$ cat src/rtl/rec_dados_i2c.sv
// -----------------------------------------------------------------------------
// rec_dados_i2c
//
// Receive stage that follows the I2C address decoder. After the decoder
// pulses `escrita` (address matched, write), this block:
//   - drives the address ACK on SDA,
//   - takes the first data byte as the register pointer,
//   - turns each following byte into a one-cycle register-bank write.
// It watches raw SDA/SCL itself and abandons the transfer on STOP or
// repeated START.
//
// Optional build macro:
//   REC_DADOS_AUTOINC_EN  defined   : pointer advances after each accepted
//                                     data byte (burst writes consecutive
//                                     registers).
//                         undefined : pointer stays fixed; every data byte
//                                     in the transfer writes the same
//                                     register.
//
// Parameters:
//   ADDR_W    width of the register pointer / reg_addr
//   NUM_REGS  implemented registers; pointer >= NUM_REGS is out of range
//
// Ports:
//   clk       system clock
//   reset     asynchronous reset, active low
//   sda, scl  raw I2C lines (asynchronous to clk)
//   escrita   one-cycle pulse from the decoder: address match + write
//   reg_addr  write address to the register bank (held between strobes)
//   reg_dado  write data to the register bank (held between strobes)
//   reg_we    one-cycle write strobe
//   sda_puxa  1 = pull SDA low (ACK); open-drain pad lives outside
//   ocupado   high whenever the FSM is not IDLE
//   erro      one-cycle pulse when an out-of-range access is NACKed
// -----------------------------------------------------------------------------
module rec_dados_i2c #(
   parameter int ADDR_W   = 8,
   parameter int NUM_REGS = 16
) (
   input  logic              clk,
   input  logic              reset,
   input  logic              sda,
   input  logic              scl,
   input  logic              escrita,
   output logic [ADDR_W-1:0] reg_addr,
   output logic [7:0]        reg_dado,
   output logic              reg_we,
   output logic              sda_puxa,
   output logic              ocupado,
   output logic              erro
);

   typedef enum logic [2:0] {
      IDLE,
      ACK_ESPERA,
      ACK_PUXA,
      ACK_FIM,
      RX
   } estado_t;

   // ---------------------------------------------------------------------------
   // Input conditioning.
   // Each line runs through a 3-deep shift: [0],[1] form the 2-FF
   // synchronizer (s_x = [1]), [2] is the extra delay (s_x_d). All flops
   // reset to 1 so an idle bus produces no spurious edge after reset.
   // ---------------------------------------------------------------------------
   logic [2:0] scl_pipe;
   logic [2:0] sda_pipe;

   always_ff @(posedge clk or negedge reset) begin
      if (!reset) begin
         scl_pipe <= '1;
         sda_pipe <= '1;
      end else begin
         scl_pipe <= {scl_pipe[1:0], scl};
         sda_pipe <= {sda_pipe[1:0], sda};
      end
   end

   logic s_scl, s_scl_d, s_sda, s_sda_d;
   logic rise, fall, start, stop;

   assign s_scl   = scl_pipe[1];
   assign s_scl_d = scl_pipe[2];
   assign s_sda   = sda_pipe[1];
   assign s_sda_d = sda_pipe[2];

   assign rise  =  s_scl & ~s_scl_d;
   assign fall  = ~s_scl &  s_scl_d;
   assign start =  s_scl &  s_sda_d & ~s_sda;
   assign stop  =  s_scl & ~s_sda_d &  s_sda;

   // ---------------------------------------------------------------------------
   // Receive datapath
   // ---------------------------------------------------------------------------
   estado_t           estado;
   logic [2:0]        cnt;        // bits received in the current byte
   logic              primeiro;   // next complete byte is the pointer
   logic [ADDR_W-1:0] ptr;
   logic [7:0]        shift;
   logic [7:0]        byte_nxt;   // byte as it will be after this rise

   assign byte_nxt = {shift[6:0], s_sda};

   // The pointer byte is checked on its full 8 bits so that a narrow
   // ADDR_W cannot alias an out-of-range value into range.
   logic byte_ok, ptr_ok;

   assign byte_ok = (32'(byte_nxt) < 32'(NUM_REGS));
   assign ptr_ok  = (32'(ptr)      < 32'(NUM_REGS));

   logic abort;    // START/STOP while a transfer is in progress

   assign abort = (estado != IDLE) && (start || stop);

   // ---------------------------------------------------------------------------
   // Control FSM. All outputs are registered here; reg_we/erro default
   // low every cycle so they can only ever be single-cycle pulses.
   // ---------------------------------------------------------------------------
   always_ff @(posedge clk or negedge reset) begin
      if (!reset) begin
         estado   <= IDLE;
         cnt      <= '0;
         primeiro <= 1'b0;
         ptr      <= '0;
         shift    <= '0;
         reg_addr <= '0;
         reg_dado <= '0;
         reg_we   <= 1'b0;
         sda_puxa <= 1'b0;
         ocupado  <= 1'b0;
         erro     <= 1'b0;
      end else begin
         reg_we <= 1'b0;
         erro   <= 1'b0;

         if (abort) begin
            // Bus condition wins over any edge or byte completion seen in
            // the same cycle; a partial byte is simply dropped.
            estado   <= IDLE;
            cnt      <= '0;
            primeiro <= 1'b0;
            sda_puxa <= 1'b0;
            ocupado  <= 1'b0;
         end else begin
            case (estado)
               IDLE: begin
                  cnt      <= '0;
                  primeiro <= 1'b0;
                  sda_puxa <= 1'b0;
                  // A decoder pulse coinciding with START/STOP belongs to a
                  // transfer that is already over.
                  if (escrita && !start && !stop) begin
                     estado   <= ACK_ESPERA;
                     primeiro <= 1'b1;
                     ocupado  <= 1'b1;
                  end
               end

               // Wait for SCL low after the 8th bit before driving SDA, so
               // the pull never changes SDA while SCL is high.
               ACK_ESPERA: begin
                  if (fall) begin
                     sda_puxa <= 1'b1;
                     estado   <= ACK_PUXA;
                  end
               end

               ACK_PUXA: begin
                  sda_puxa <= 1'b1;
                  if (rise)
                     estado <= ACK_FIM;
               end

               ACK_FIM: begin
                  if (fall) begin
                     sda_puxa <= 1'b0;
                     cnt      <= '0;
                     estado   <= RX;
                  end
               end

               RX: begin
                  if (rise) begin
                     shift <= byte_nxt;
                     if (cnt == 3'd7) begin
                        cnt <= '0;
                        if (primeiro) begin
                           if (byte_ok) begin
                              ptr      <= ADDR_W'(byte_nxt);
                              primeiro <= 1'b0;
                              estado   <= ACK_ESPERA;
                           end else begin
                              // No ACK: the master sees SDA high on the 9th bit.
                              erro    <= 1'b1;
                              estado  <= IDLE;
                              ocupado <= 1'b0;
                           end
                        end else if (ptr_ok) begin
                           reg_we   <= 1'b1;
                           reg_addr <= ptr;
                           reg_dado <= byte_nxt;
`ifdef REC_DADOS_AUTOINC_EN
                           ptr      <= ptr + ADDR_W'(1);
`endif
                           estado   <= ACK_ESPERA;
                        end else begin
                           erro    <= 1'b1;
                           estado  <= IDLE;
                           ocupado <= 1'b0;
                        end
                     end else begin
                        cnt <= cnt + 3'd1;
                     end
                  end
               end

               default: begin
                  estado   <= IDLE;
                  sda_puxa <= 1'b0;
                  ocupado  <= 1'b0;
               end
            endcase
         end
      end
   end

endmodule

$ cat config.mk
export PLATFORM = sky130hd
export DESIGN_NAME = rec_dados_i2c
export DESIGN_NICKNAME = d
export VERILOG_FILES = /design/src/rtl/rec_dados_i2c.sv
export SDC_FILE = /design/constraint.sdc
export NUM_CORES = 1
export LEC_CHECK = 0
export CORE_MARGIN = 3
export CORE_UTILIZATION = 58
export CTS_CLUSTER_SIZE = 24
export DETAILED_ROUTE_END_ITERATION = 10
export PLACE_DENSITY = 0.88
export SYNTH_ARGS = -nofsm -noshare
export SYNTH_HDL_FRONTEND = slang
export SYNTH_SLANG_ARGS = --single-unit
$ cat constraint.sdc
create_clock -name clk -period 3.75 [get_ports clk]
set_input_delay 0.375 -clock clk [delete_from_list [all_inputs] [get_ports clk]]
set_output_delay 0.375 -clock clk [all_outputs]
set_load 0.01 [all_outputs]
==> out/qor.yml, run 1 <==
synthesis:
  synth-simple-area-share_pct: 11.3
  synth_top_family_by_area: "multiplexers"
  synth_compound_area_share_pct: 7.06
  syn-num-nets: 156
  synth_edf_count: 0
  yosys-top-cells-count: "dfrtp_1 (42), mux2_2 (19), nand2_1 (8)"
  ys_top_cells_by_area: "dfrtp_1 (53%), mux2_2 (11%), dfstp_2 (7.9%), mux2_4 (3.8%), nor2b_1 (2.2%)"
  yosysSeqAreaShare_pct: 60.9
  synth_xor_area_share_pct: 0.882
  ys_types: 34
  ys_seq_elements: 48
  syn_area_per_cell_um2: 13.3
  synthMuxAreaShare_pct: 15.6
  synth_top_cell_by_area: "dfrtp_1"
  async_flop_share_pct: 100
  syn-cell-area_um2: 1990
  synthAdderAreaFrac_pct: 1.26
  ys.warnings.count: 0
  yosysMostFrequentCell: "dfrtp_1"
  yosysTopAreaCellShare_pct: 52.9
  syn-instance-count: 149
  synth_ff_type: "dfrtp_1"
flow_run:
  drv_cap: 0
layout:
  final_layout_size_suffix_gt1_share_pct: 24.0
  n_fill_cell: 229
  fin_area_um2: 2310
  final-seq-area_um2: 1210
  nets: 181
  syn2layout_area_growth_pct: 16.3
  antenna_cells: 0
  multi_input_area_um2: 716
clock_tree:
  clk_path_buf_depth: 2
  root_buffer: "clkbuf_4"
  cts_resized: 0
  clk_pin_slew_worst_paths_ns: 0.14
  cts.sinks: 48
  cts_tree: "done"
  insertion_delay_ns: 0.36
  numCtsBuffers: 5
  hold_buffers: 0
  cts.htree.levels: 2
  post_cts_buffers: 0
worst_setup_path:
  required_ns: 4.00
  critPathLaunchType: "flip-flop"
  crit_fanout: 8
  timing.rr.start: "scl_pipe[1]"
  worstSetupPathType: "flip-flop to flip-flop"
  crit_start: "scl_pipe[1]"
  end_kind: "flip-flop"
  arrival_ns: 2.61
die:
  die_x_um: 64.5
  row_count: 20
  coreArea_um2: 3150
  die_area_um2: 4160
  die-height_um: 64.5
  top_level_ports: 25
  start_util_pct: 63.0
detailed_routing:
  drtPass1Iterations: 4
  drc_errors: 0
  routed_wl_um: 3530
  drtIter0Drc: 51
  wl_per_cell_um: 16.1
  vias: 1266
  ant_nets: 0
  viasPerCell: 5.78
sta:
  finalCriticalPeriod_ns: 2.36
  whs_ns: 0.149
  drv_slew: 0
  worst_pin_slew_ns: 0.981
  finClkSkew_ns: 0.0126
  setup_violations: 0
  setup_tns_ns: 0
  max_freq_mhz: 424
  fin_crit_sh_pct: 62.9
  rsz0062_at_grt: "no"
  slew_headroom_pct: 34.6
  hold_viol_final: 0
min_path:
  hp-class: "input port to asynchronous set/reset pin"
power:
  power_mw: 1.13
  p_comb_share_pct: 18.2
  peakVddDrop_mv: 0.378
  power.static_leakage_nw: 1.11
  pwr-share-seq_pct: 55.4
  p_sw_uw: 334
  p_int_uw: 792
  power_density_nw_per_um2: 487
  pwr-share-clk_pct: 26.4
  swShare_pct: 29.7
place:
  port_buffers: 24
  place.gp.congestion: 0.894
  place_area_um2: 2230
  dp.final_hpwl_um: 2450
grt:
  grt_max_degree: 49
  track_usage_pct: 19.9
  first_global_vias: 1336
  grt_pass1_wl_um: 6310
  gr-total-overflow: 0
  grt_antenna_before_repair: 0
run_status:
  outcome: "completed"
==> state kept, by name, indices dropped and copies added, names as in the netlist, 3 cells and up <==
signal	flops
reg_addr	8
cnt	3
reg_dado	8
ptr	8
estado	3
shift	7
scl_pipe	3
sda_pipe	3
==> cell families after synthesis <==
group | count (synthesis)
AO/OA/AOI/OAI | 20
XOR/XNOR | 2
adder cells (fa/ha/maj) | 2
buffers and inverters | 11
flip-flops | 48
multiplexers | 26
AND/OR/NAND/NOR | 40
==> final timing paths <==
| path | cells after the start | end | slack, ns |
|---|---|---|---|
| max | 4 | ptr[2] | 1.39 |
| min | 1 | cnt[2] | 0.15 |
| max reg2reg | 4 | ptr[2] | 1.39 |
| min reg2reg | 0 | scl_pipe[1] | 0.37 |
| max in group asynchronous | 1 | shift[0] | 2.98 |
| min in group clk | 0 | scl_pipe[1] | 0.37 |
==> per-stage QoR <==
| stage | worst slack (ns) | cells | util, % |
|---|---|---|---|
| after floorplan | 1.68 | 149 | - |
| after global placement | 1.55 | 211 | 70.8 |
| after detailed placement | 1.43 | 211 | 70.8 |
| after CTS | 1.39 | 219 | 73.3 |
| after global routing | 1.20 | 219 | 73.3 |
| final | 1.39 | 219 | 73.3 |
==> cells in the final DEF, fill, tap and decap left out, types with 3 or more instances in the layout <==
| master | count |
|---|---|
| a211oi_1 | 3 |
| a21oi_1 | 4 |
| and2_1 | 6 |
| clkbuf_4 | 5 |
| clkdlybuf4s50_1 | 23 |
| dfrtp_1 | 42 |
| dfstp_2 | 6 |
| inv_1 | 5 |
| mux2_2 | 19 |
| mux2_4 | 5 |
| nand2_1 | 8 |
| nand3_1 | 4 |
| nor2_1 | 3 |
| nor2b_1 | 7 |
| nor3_1 | 5 |
| o21ai_0 | 4 |
==> power groups by stage <==
stage	registers (mW)	clock network [mW]	logic (mW)
floorplan	0.599	0	0.162
global placement	0.626	0	0.189
detailed placement	0.630	0	0.199
CTS	0.622	0.305	0.202
global route	0.632	0.329	0.225
finish	0.624	0.298	0.204
==> metal layers <==
layer  vias to the layer above  GRT usage [%]  part of all wire (%)
met5                         -              0                     0
met4                         0           7.12                   1.6
met3                        11           6.24                   5.7
met2                        47           32.2                    50
met1                       634           25.3                    42
li1                        574              -                     -
==> area by class of cell <==
| cell class | instances | area share (%) |
|---|---|---|
| sequential | 48 | 52.3 |
| multi-input combinational | 90 | 31.0 |
| timing repair buffer | 24 | 10.2 |
| tap | 44 | 2.38 |
| clock buffer | 6 | 1.79 |
| clock inverter | 2 | 1.52 |
| inverter | 5 | 0.813 |
==> critical path: stages, from the launching register on <==
cell,delay (ns)
dfstp_2,0.62
nor2b_1,0.34
nand2_1,0.16
nor3_1,0.71
mux2_2,0.42
Note: power is estimated with default switching activity, not from simulation.
==> run 2, diff against run 1 <==
CORE_UTILIZATION = 54   (was 58)
PLACE_DENSITY = 0.83   (was 0.88)
clock period = 2.2 ns   (was 3.75 ns; I/O delays follow)
==> run 2 against run 1 <==
Net effect: cell count grew 5.0%; utilization is 2.2 points lower; non-clock buffer count grew 9; clock-buffer cell count unchanged; global-route usage down 2.3 points; via count is 0.39% lower; critical path depth increased by 1; combinational power up 120%; die area rose by 6.7%; sequential power is 63% higher; fmax is 13% higher; total power rose by 96%; highest routed layer unchanged.
==> out/qor.yml, run 2 (synthesized netlist as in run 1, its figures left out) <==
run_status:
  outcome: "completed"
sta:
  finClkSkew_ns: 0.0118
  setup_violations: 0
  fin_crit_sh_pct: 94.7
  finalCriticalPeriod_ns: 2.08
  setup_ws_ns: 0.117
  worst_pin_slew_ns: 0.586
  hold_viol_final: 0
  slew_headroom_pct: 60.9
  setup_tns_ns: 0
  whs_ns: 0.330
  rsz0062_at_grt: "no"
  max_freq_mhz: 480
  drv_slew: 0
detailed_routing:
  routed_wl_um: 3550
  drc_errors: 0
  drtIter0Drc: 44
  viasPerCell: 5.48
  wl_per_cell_um: 15.4
  drtPass1Iterations: 4
  vias: 1261
  ant_nets: 0
layout:
  antenna_cells: 0
  top_regs: "ptr (8), reg_addr (8), reg_dado (8)"
  final_cell_mix: "dfrtp_1 (42), clkdlybuf4s50_1 (23), mux2_2 (19), buf_4 (8), nand2_1 (7)"
  fin_area_um2: 2440
  final_common_cell: "dfrtp_1"
  n_fill_cell: 251
  final_layout_size_suffix_gt1_share_pct: 28.3
  syn2layout_area_growth_pct: 23.1
  nets: 190
flow_run:
  drv_cap: 0
power:
  power_density_nw_per_um2: 903
  peakVddDrop_mv: 0.623
  power_mw: 2.21
  power.static_leakage_nw: 1.18
worst_setup_path:
  worstSetupPathType: "flip-flop to flip-flop"
  slowest_stage: "or4_4"
  reg2reg_depth: 5
  timing.rr.start: "sda_pipe[1]"
  end_kind: "flip-flop"
  crit_chain: "xor2_1 > nand2_2 > nand3_1 > or4_4 > mux2_4"
  slowest_delay_ns: 0.67
  arrival_ns: 2.28
  critPathLaunchType: "flip-flop"
  crit_fanout: 17
  crit_start: "sda_pipe[1]"
  reg2reg_slack_ns: 0.12
  required_ns: 2.39
clock_tree:
  numCtsBuffers: 5
  clk_pin_slew_worst_paths_ns: 0.09
  clk_path_buf_depth: 2
  cts_tree: "done"
  post_cts_buffers: 0
  insertion_delay_ns: 0.30
  cts.htree.levels: 2
  root_buffer: "clkbuf_8"
  cts.sinks: 48
place:
  place_area_um2: 2300
  post-place-ws_ns: 0.0757
  port_buffers: 24
  dp.final_hpwl_um: 2520
  place.gp.congestion: 0.903
grt:
  gr-total-overflow: 0
  grt_max_degree: 26
  first_global_vias: 1225
  grt_antenna_before_repair: 0
  track_usage_pct: 17.6
  grt_pass1_wl_um: 5830
die:
  coreArea_um2: 3440
  row_count: 21
  top_level_ports: 25
  start_util_pct: 57.7
  die_area_um2: 4440
  die_x_um: 66.6
  die-height_um: 66.6
min_path:
  holdPathStages: 1
  hp-class: "input port to flip-flop"
  worstHoldStart: "scl"
==> run 2: layout make-up <==
cell class / instances / area [µm²] / area share [%]
flip-flops and latches: 48 / 1210 / 49.4
multi-input cells: 90 / 722 / 29.5
repair buffers: 33 / 305 / 12.5
clock buffers: 6 / 72.6 / 2.97
clock inverters: 2 / 60.1 / 2.46
well taps: 46 / 57.6 / 2.35
inverters: 5 / 18.8 / 0.768
==> run 2: worst paths after layout <==
path                                to
setup / recovery           reg_addr[2]
hold / removal             scl_pipe[0]
setup reg to reg           reg_addr[2]
hold reg to reg            scl_pipe[1]
max in group asynchronous  scl_pipe[2]
min in group asynchronous  reg_addr[5]
==> run 2: timing repair <==
item | 4_1_cts | 5_1_grt
setup endpoints to repair | 0 | 14
hold buffers | 1 | 0
endpoints found under the hold margin | 23 | 0
gates resized for setup | 0 | 3
==> run 2: power by group <==
| part | internal (mW) | switching [mW] |
|---|---|---|
| clock | 0.454 | 0.288 |
| sequential | 0.952 | 0.0657 |
| combinational | 0.209 | 0.238 |
==> run 2: per-layer routing <==
layer  up-vias  track usage [%]  wire length (µm)
met4         0             7.36                37
met2        51             27.2              1740
met3         6             4.38               199
met1       614             23.7              1580
met5         -                0                 0
li1        590                -                 -
==> run 2: critical path: cells and delay by family (launching register included) <==
family	cells	cell delay (ns)
simple gates	3	0.95
flops	1	0.57
mux	1	0.34
xor+xnor	1	0.12
==> run 2: metrics by stage <==
stage	utilization, %	instances
finish	71.0	230
global route	71.0	230
CTS	70.8	230
detailed placement	66.7	221
global placement	66.7	221
floorplan	-	149
